--- src/rtl/uart_rx_frame_ctrl.sv ---
// Frame receiver sitting behind a uart_rx: parses A5 / length / payload / checksum
// frames, buffers the payload and replays it downstream over a valid/ready port.
module uart_rx_frame_ctrl #(
  parameter int CLK_FREQ       = 27_000_000,
  parameter int BOUD_RATE      = 9600,
  parameter int MAX_LEN        = 16,
  parameter int TIMEOUT_CYCLES = 40 * (CLK_FREQ / BOUD_RATE)
) (
  input  logic       clk,
  input  logic       rst_n,
  input  logic [7:0] rx_data,
  input  logic       rx_available,
  output logic       rx_clear_available,
  output logic [7:0] out_data,
  output logic       out_valid,
  input  logic       out_ready,
  output logic       out_last,
  output logic [7:0] frame_len,
  output logic       err_checksum,
  output logic       err_length,
  output logic       err_timeout,
  output logic       busy
);

  localparam int IDX_W = $clog2(MAX_LEN + 1);
  localparam int AW    = (MAX_LEN > 1) ? $clog2(MAX_LEN) : 1;
  localparam int TMR_W = $clog2(TIMEOUT_CYCLES + 1);
  localparam logic [7:0] HEADER    = 8'hA5;
  localparam logic [7:0] MAX_LEN_B = 8'(MAX_LEN);

  typedef enum logic [2:0] {
    IDLE,
    LEN,
    PAYLOAD,
    CSUM,
    DRAIN
  } state_t;

  state_t           state;
  logic [7:0]       buffer [MAX_LEN];
  logic [7:0]       len;
  logic [7:0]       acc;
  logic [IDX_W-1:0] wr_idx;
  logic [IDX_W-1:0] rd_idx;
  logic [IDX_W-1:0] next_rd;
  logic [TMR_W-1:0] timer;
  logic             consume;
  logic             in_frame;
  logic             timer_hit;

  // The cycle carrying the acknowledge pulse never consumes, so one byte is taken once.
  assign consume   = rx_available && !rx_clear_available && (state != DRAIN);
  assign in_frame  = (state == LEN) || (state == PAYLOAD) || (state == CSUM);
  assign timer_hit = (timer == TMR_W'(TIMEOUT_CYCLES - 1));
  assign next_rd   = rd_idx + IDX_W'(1);
  assign busy      = (state != IDLE);

  always_ff @(posedge clk or negedge rst_n) begin
    if (!rst_n) begin
      state              <= IDLE;
      rx_clear_available <= 1'b0;
      out_valid          <= 1'b0;
      out_last           <= 1'b0;
      out_data           <= '0;
      frame_len          <= '0;
      err_checksum       <= 1'b0;
      err_length         <= 1'b0;
      err_timeout        <= 1'b0;
      len                <= '0;
      acc                <= '0;
      wr_idx             <= '0;
      rd_idx             <= '0;
      timer              <= '0;
    end else begin
      rx_clear_available <= consume;
      err_checksum       <= 1'b0;
      err_length         <= 1'b0;
      err_timeout        <= 1'b0;

      if (consume) begin
        timer <= '0;
      end else if (in_frame) begin
        if (timer_hit) begin
          err_timeout <= 1'b1;
          state       <= IDLE;
          timer       <= '0;
        end else begin
          timer <= timer + TMR_W'(1);
        end
      end

      case (state)
        IDLE: begin
          if (consume && rx_data == HEADER) begin
            state <= LEN;
          end
        end

        LEN: begin
          if (consume) begin
            if (rx_data == 8'd0 || rx_data > MAX_LEN_B) begin
              err_length <= 1'b1;
              state      <= IDLE;
            end else begin
              len    <= rx_data;
              acc    <= rx_data;
              wr_idx <= '0;
              state  <= PAYLOAD;
            end
          end
        end

        PAYLOAD: begin
          if (consume) begin
            acc    <= acc + rx_data;
            wr_idx <= wr_idx + IDX_W'(1);
            if (8'(wr_idx) == len - 8'd1) begin
              state <= CSUM;
            end
          end
        end

        CSUM: begin
          if (consume) begin
            if (rx_data == acc) begin
              state     <= DRAIN;
              rd_idx    <= '0;
              out_valid <= 1'b1;
              out_data  <= buffer[0];
              out_last  <= (len == 8'd1);
              frame_len <= len;
            end else begin
              err_checksum <= 1'b1;
              state        <= IDLE;
            end
          end
        end

        DRAIN: begin
          // Output registers only move on a transfer, so a stalled beat holds steady.
          if (out_valid && out_ready) begin
            if (out_last) begin
              out_valid <= 1'b0;
              out_last  <= 1'b0;
              state     <= IDLE;
            end else begin
              rd_idx   <= next_rd;
              out_data <= buffer[next_rd[AW-1:0]];
              out_last <= (8'(next_rd) == len - 8'd1);
            end
          end
        end

        default: state <= IDLE;
      endcase
    end
  end

  // Payload storage carries no reset; it is always rewritten before being read.
  always_ff @(posedge clk) begin
    if (state == PAYLOAD && consume) begin
      buffer[wr_idx[AW-1:0]] <= rx_data;
    end
  end

endmodule

--- config.mk ---
export PLATFORM = sky130hd
export DESIGN_NAME = uart_rx_frame_ctrl
export DESIGN_NICKNAME = d
export VERILOG_FILES = /design/src/rtl/uart_rx_frame_ctrl.sv
export SDC_FILE = /design/constraint.sdc
export NUM_CORES = 1
export LEC_CHECK = 0
export BUFFER_PORTS_ARGS = -buffer_cell sky130_fd_sc_hd__buf_2
export CORE_AREA = 2 2 119 121
export DETAILED_ROUTE_END_ITERATION = 8
export DIE_AREA = 0 0 121 123
export PLACE_DENSITY = 0.83
export REMOVE_ABC_BUFFERS = 1
export SLEW_MARGIN = 30
export SYNTH_ARGS = -nofsm -noshare
export SYNTH_HDL_FRONTEND = slang
export SYNTH_SLANG_ARGS = --single-unit
--- constraint.sdc ---
create_clock -name clk -period 4 [get_ports clk]
set_input_delay 0.8 -clock clk [delete_from_list [all_inputs] [get_ports clk]]
set_output_delay 0.8 -clock clk [all_outputs]
set_load 0.01 [all_outputs]
# Yosys cells after proc, flatten, opt, wreduce, memory -nomap -nowiden
# Memory sizes are Yosys's and may differ from the RTL's.
# Cells that the tools add are included.
# W data, S select, Z words.
dict set report classes {
  order_cmp 1
  n_eq_ne 19
  shifts 0
  n_addsub 5
  n_mul 0
  div_mod_pow 0
  n_mux 55
  bitwise_logic 1
  n_reduce_logical 21
}
# cell n
set op_table {}
lappend op_table {{$mux W8} 7}
lappend op_table {{$mux W17} 3}
lappend op_table {{$mux W5} 7}
lappend op_table {{$mux W3} 11}
lappend op_table {{$pmux W8 S2} 2}
lappend op_table {{$pmux W5 S2} 2}
lappend op_table {{$mux W1} 19}
lappend op_table {{$add A17 B1 Y17 const B} 1}
lappend op_table {{$eq A17 B17 Y1 const B} 1}
lappend op_table {{$eq A5 B8 Y1} 2}
lappend op_table {{$pmux W3 S5} 1}
lappend op_table {{$ne A2 B2 Y1 const B} 7}
lappend op_table {{$add A5 B1 Y5 const B} 2}
lappend op_table {{$reduce_and A5 Y1} 2}
lappend op_table {{$add A8 B8 Y8} 1}
lappend op_table {{$eq A8 B1 Y1 const B} 1}
lappend op_table {{$eq A8 B8 Y1} 1}
lappend op_table {{$eq A8 B8 Y1 const B} 1}
lappend op_table {{$gt A8 B5 Y1 const B} 1}
lappend op_table {{$logic_not A8 Y1} 1}
lappend op_table {{$reduce_and A4 Y1} 2}
lappend op_table {{$sub A8 B1 Y8 const B} 1}
lappend op_table {{$eq A3 B2 Y1 const B} 2}
lappend op_table {{$reduce_and A3 Y1} 2}
lappend op_table {{13 further kinds} 22}
dict set report word_totals {
  register_bits 68
  ram_bits 128
  latchBits 0
  mem_count 1
  rom_bits 0
}
# name words word_bits rd rd_ports_with_merged_regs write_ports line
set memory_table {}
lappend memory_table {buffer 16 8 2 0 1 40} ;# logic [7:0] buffer [MAX_LEN];

# Logic depth before layout (Yosys ltp)
dict set report depth {
  ltp_word 8
  ltp_mapped 8
  ltp_nobuf 8
}

# Worst setup path after synthesis
# OpenSTA, ideal clock, no wires.
dict set report synth_timing {
  path_kind {input -> register}
  startpoint {in rx_available}
  endpoint {mem buffer[3][0], enable pin}
  required_ps 3617
  arrival_time_ps 2135
  path_buffers 1
  stages 5
  slack_ps 1482
  cell_sequence {nor3b_2 and3b_1 buf_2 nand2_1 nor3_1}
}
dict set report synth_via {
  elab_chain_cells 5
}
# element line
set synth_rtl {}
lappend synth_rtl {{from (decl)} 12} ;# input logic rx_available,
lappend synth_rtl {{$logic_and A1 B1 Y1 (2 in series)} 52} ;# assign consume = rx_available && !rx_clear_available && (state != DRAIN);
lappend synth_rtl {{$logic_and A1 B1 Y1} 161} ;# if (state == PAYLOAD && consume) begin
lappend synth_rtl {{$mux W1} 161}
lappend synth_rtl {{$mux W1 (implied by the code)} 162} ;# buffer[wr_idx[AW-1:0]] <= rx_data;
lappend synth_rtl {{to (decl)} 40}
# Every way passes these cells.

# Worst setup path in the final report
dict set report layout_timing {
  startpoint {in rx_data[2]}
  endpoint {reg rd_idx[2]}
}
dict set report layout_via {
  elab_chain_cells 3
}
# element line
set layout_rtl {}
lappend layout_rtl {{from (decl)} 11} ;# input logic [7:0] rx_data,
lappend layout_rtl {{$eq A8 B8 Y1} 125} ;# if (rx_data == acc) begin
lappend layout_rtl {{$ne A2 B1 Y1 (no line)} --}
lappend layout_rtl {{$reduce_and A5 Y1 (no line)} --}
lappend layout_rtl {{to (signal assigned)} 147} ;# rd_idx <= next_rd;
lappend layout_rtl {{to (decl)} 44} ;# logic [IDX_W-1:0] rd_idx;
# Every way passes these cells.
# A chain may end at the register's enable or synchronous reset.

==> impl_metrics.toml <==
[run_status]
outcome = "finished, final reports clean"

[drt]
routed_wl_microns = 19300
drtIter0Drc = 626
dr_total_vias = 5486
route.antenna.remaining_nets = 0
routedWlPerCell_microns = 22.9
via_per_inst = 6.50
drc_errors = 0
dr.pass1.iters = 7

[finish]
nets = 679
fin_area_sq_um = 9830
utilization = 0.722
instances_no_fill = 844
regArea_sq_um = 5550
antenna_cells = 0
drive_above_1_share = 0.215
area_growth_syn_to_layout_pct = 11.9
n_fill_cell = 831
multi_input_area_sq_um = 3020

[timing]
drv_slew = 0
setup_tns_ns = 0
finClkSkew_ns = 0.00948
fmax_mhz = 366
worstMarginPinSlew_ns = 0.870
finalCriticalPeriod_ns = 2.73
min_period_over_period = 0.682
slew_headroom = 0.417
setup_viol = 0
fin_ws_ns = 1.27
hold_violations = 0
rsz0062_at_grt = "no"
whs_ns = 0.463

[clocking]
numCtsBuffers = 17
root_buffer = "clkbuf_16"
cts_tree = "built"
cts_sinks = 196
h-tree-depth = 4
postCtsSetupBuffers = 0
clk_pin_slew_worst_paths_ns = 0.07
worstSkewPairLatency_ns = 0.43
cts_resized = 0
cts_hold_buf = 0
clk_path_buf_depth = 2

[placed_design]
placed_cell_area_sq_um = 9220
port-buffer-count = 34
dp_cells = 812
place_ws_ns = 0.904
dp_hpwl_microns = 12100
place_congestion = 0.903

[floorplan]
die_x_microns = 121
io_pins = 35
die_h_microns = 123
core_area_sq_um = 13600
die_area_sq_um = 14900
core.rowCount = 43
initial_utilization = 0.646

[logic_synthesis]
synth_edf_count = 128
yosys-top-cells-count = "edfxtp_1 (128), dfrtp_1 (68), nand2_1 (38), mux4_2 (34), nor2_1 (26)"
ys_ff_latch = 196
ys.flop_type = "edfxtp_1"
yosys_warnings = 0
netlist.area_leader.share = 0.437
synthTopCellsByArea = "edfxtp_1 (44%), dfrtp_1 (19%), mux4_2 (8.7%), ha_1 (2.1%), mux4_1 (1.8%)"
ys_types = 62
yosysTopAreaCell = "edfxtp_1"
async_reset_ff_frac = 0.347
ys_seq_area_frac = 0.631
avgSynthCellArea_sq_um = 14.6
syn-instance-count = 602
netlist_area_sq_um = 8790
synth_most_common_cell = "edfxtp_1"

[critical_path]
startpoint_type = "input pin"
worstReg2RegEnd = "out_data[0]"
cp.arrival_ns = 3.03
worst-r2r-cell-count = 6
r2r-start = "rd_idx[1]"
crit_path_max_fanout = 21
r2r_slack_ns = 1.38
cp-end-kind = "flop"
crit_required_ns = 4.30
crit_type = "in2reg"

[global_routing]
grt_pass1_wl_microns = 30200
overflow = 0
track_usage = 0.278
antenna_found_initial = 0
grt_max_degree = 37
first_global_vias = 5359

[power]
totalPowerFinal_mw = 5.08
vdd_ir_drop_max_uv = 291
leakage_nw = 3.74
power.density_nw_per_um2 = 517

[flow_run]
maxCapViolCount = 0

[min_path]
hold_path.class = "in2async"
## worst max path at each step
stage / start / slack, ns / end / depth (start not counted)
finish: rx_data[2] / 1.27 / rd_idx[2] / 7
global route: rx_data[6] / 1.14 / rd_idx[2] / 7
global placement: rx_data[6] / 0.95 / rd_idx[2] / 7
floorplan: rd_idx[0] / 0.33 / out_data[0] / 5
detailed placement: rx_data[2] / 0.90 / rd_idx[2] / 7
CTS: rd_idx[0] / 1.34 / out_data[1] / 5
## flip-flops by register name, summed over array words and instances, names as in the netlist
name,flops
buffer,128
out_last,1
out_valid,1
err_length,1
acc,8
err_checksum,1
err_timeout,1
out_data,8
rx_clear_available,1
timer,17
len,8
frame_len,8
state,3
wr_idx,5
rd_idx,5
## worst max-delay path, stage by stage
cell and delay [ns]:
buf_2 0.29, ha_1 0.34, nor4_1 0.32, nand3_1 0.33
a32o_1 0.57, o21ai_0 0.24, o21ai_0 0.12
## cells by family (layout without fill, tap and decap cells)
| family | Yosys count | count (layout) | synth area share |
|---|---|---|---|
| multiplexers | 65 | 65 | 0.136 |
| AO/OA/AOI/OAI | 99 | 99 | 0.0702 |
| buffers and inverters | 49 | 111 | 0.0249 |
| flip-flops | 196 | 196 | 0.631 |
| adder cells (fa/ha/maj) | 17 | 17 | 0.0248 |
| AND/OR/NAND/NOR | 156 | 156 | 0.0927 |
| XOR/XNOR | 20 | 20 | 0.0208 |
## where the power goes
group / total [mW] / switching [mW] / internal (mW)
clock network: 1.76 / 0.725 / 1.04
registers: 2.31 / 0.0666 / 2.24
logic: 1.01 / 0.506 / 0.504
## layout by cell type, fill, tap and decap left out, types with 5 or more instances in the layout
cell type	count
edfxtp_1	128
dfrtp_1	67
nand2_1	38
mux4_2	34
buf_2	34
nor2_1	26
nand3_1	23
buf_4	23
inv_1	22
o21ai_0	21
a21oi_1	18
clkbuf_16	17
nor3_1	15
ha_1	15
mux2_2	14
o21ai_1	12
xor2_1	11
mux2i_1	11
o22ai_1	10
nand4_1	10
nand2b_1	9
xnor2_1	8
a31oi_1	6
mux4_1	6
nor4_1	5
nor2b_1	5
## cell type report
| class | count | area share |
|---|---|---|
| Tap cell | 180 | 0.0229 |
| Timing Repair Buffer | 57 | 0.0349 |
| Multi-Input combinational cell | 357 | 0.307 |
| Inverter | 22 | 0.00840 |
| Sequential cell | 196 | 0.564 |
| Clock buffer | 17 | 0.0433 |
| Clock inverter | 15 | 0.0192 |
## metal layers
layer	vias to the layer above	track usage	wire length (microns)
met5	-	0	0
met4	0	0.0828	300
met3	29	0.0660	1850
met2	274	0.438	9430
met1	2759	0.394	7770
li1	2424	-	-
Power figures use the tool's default switching activity.
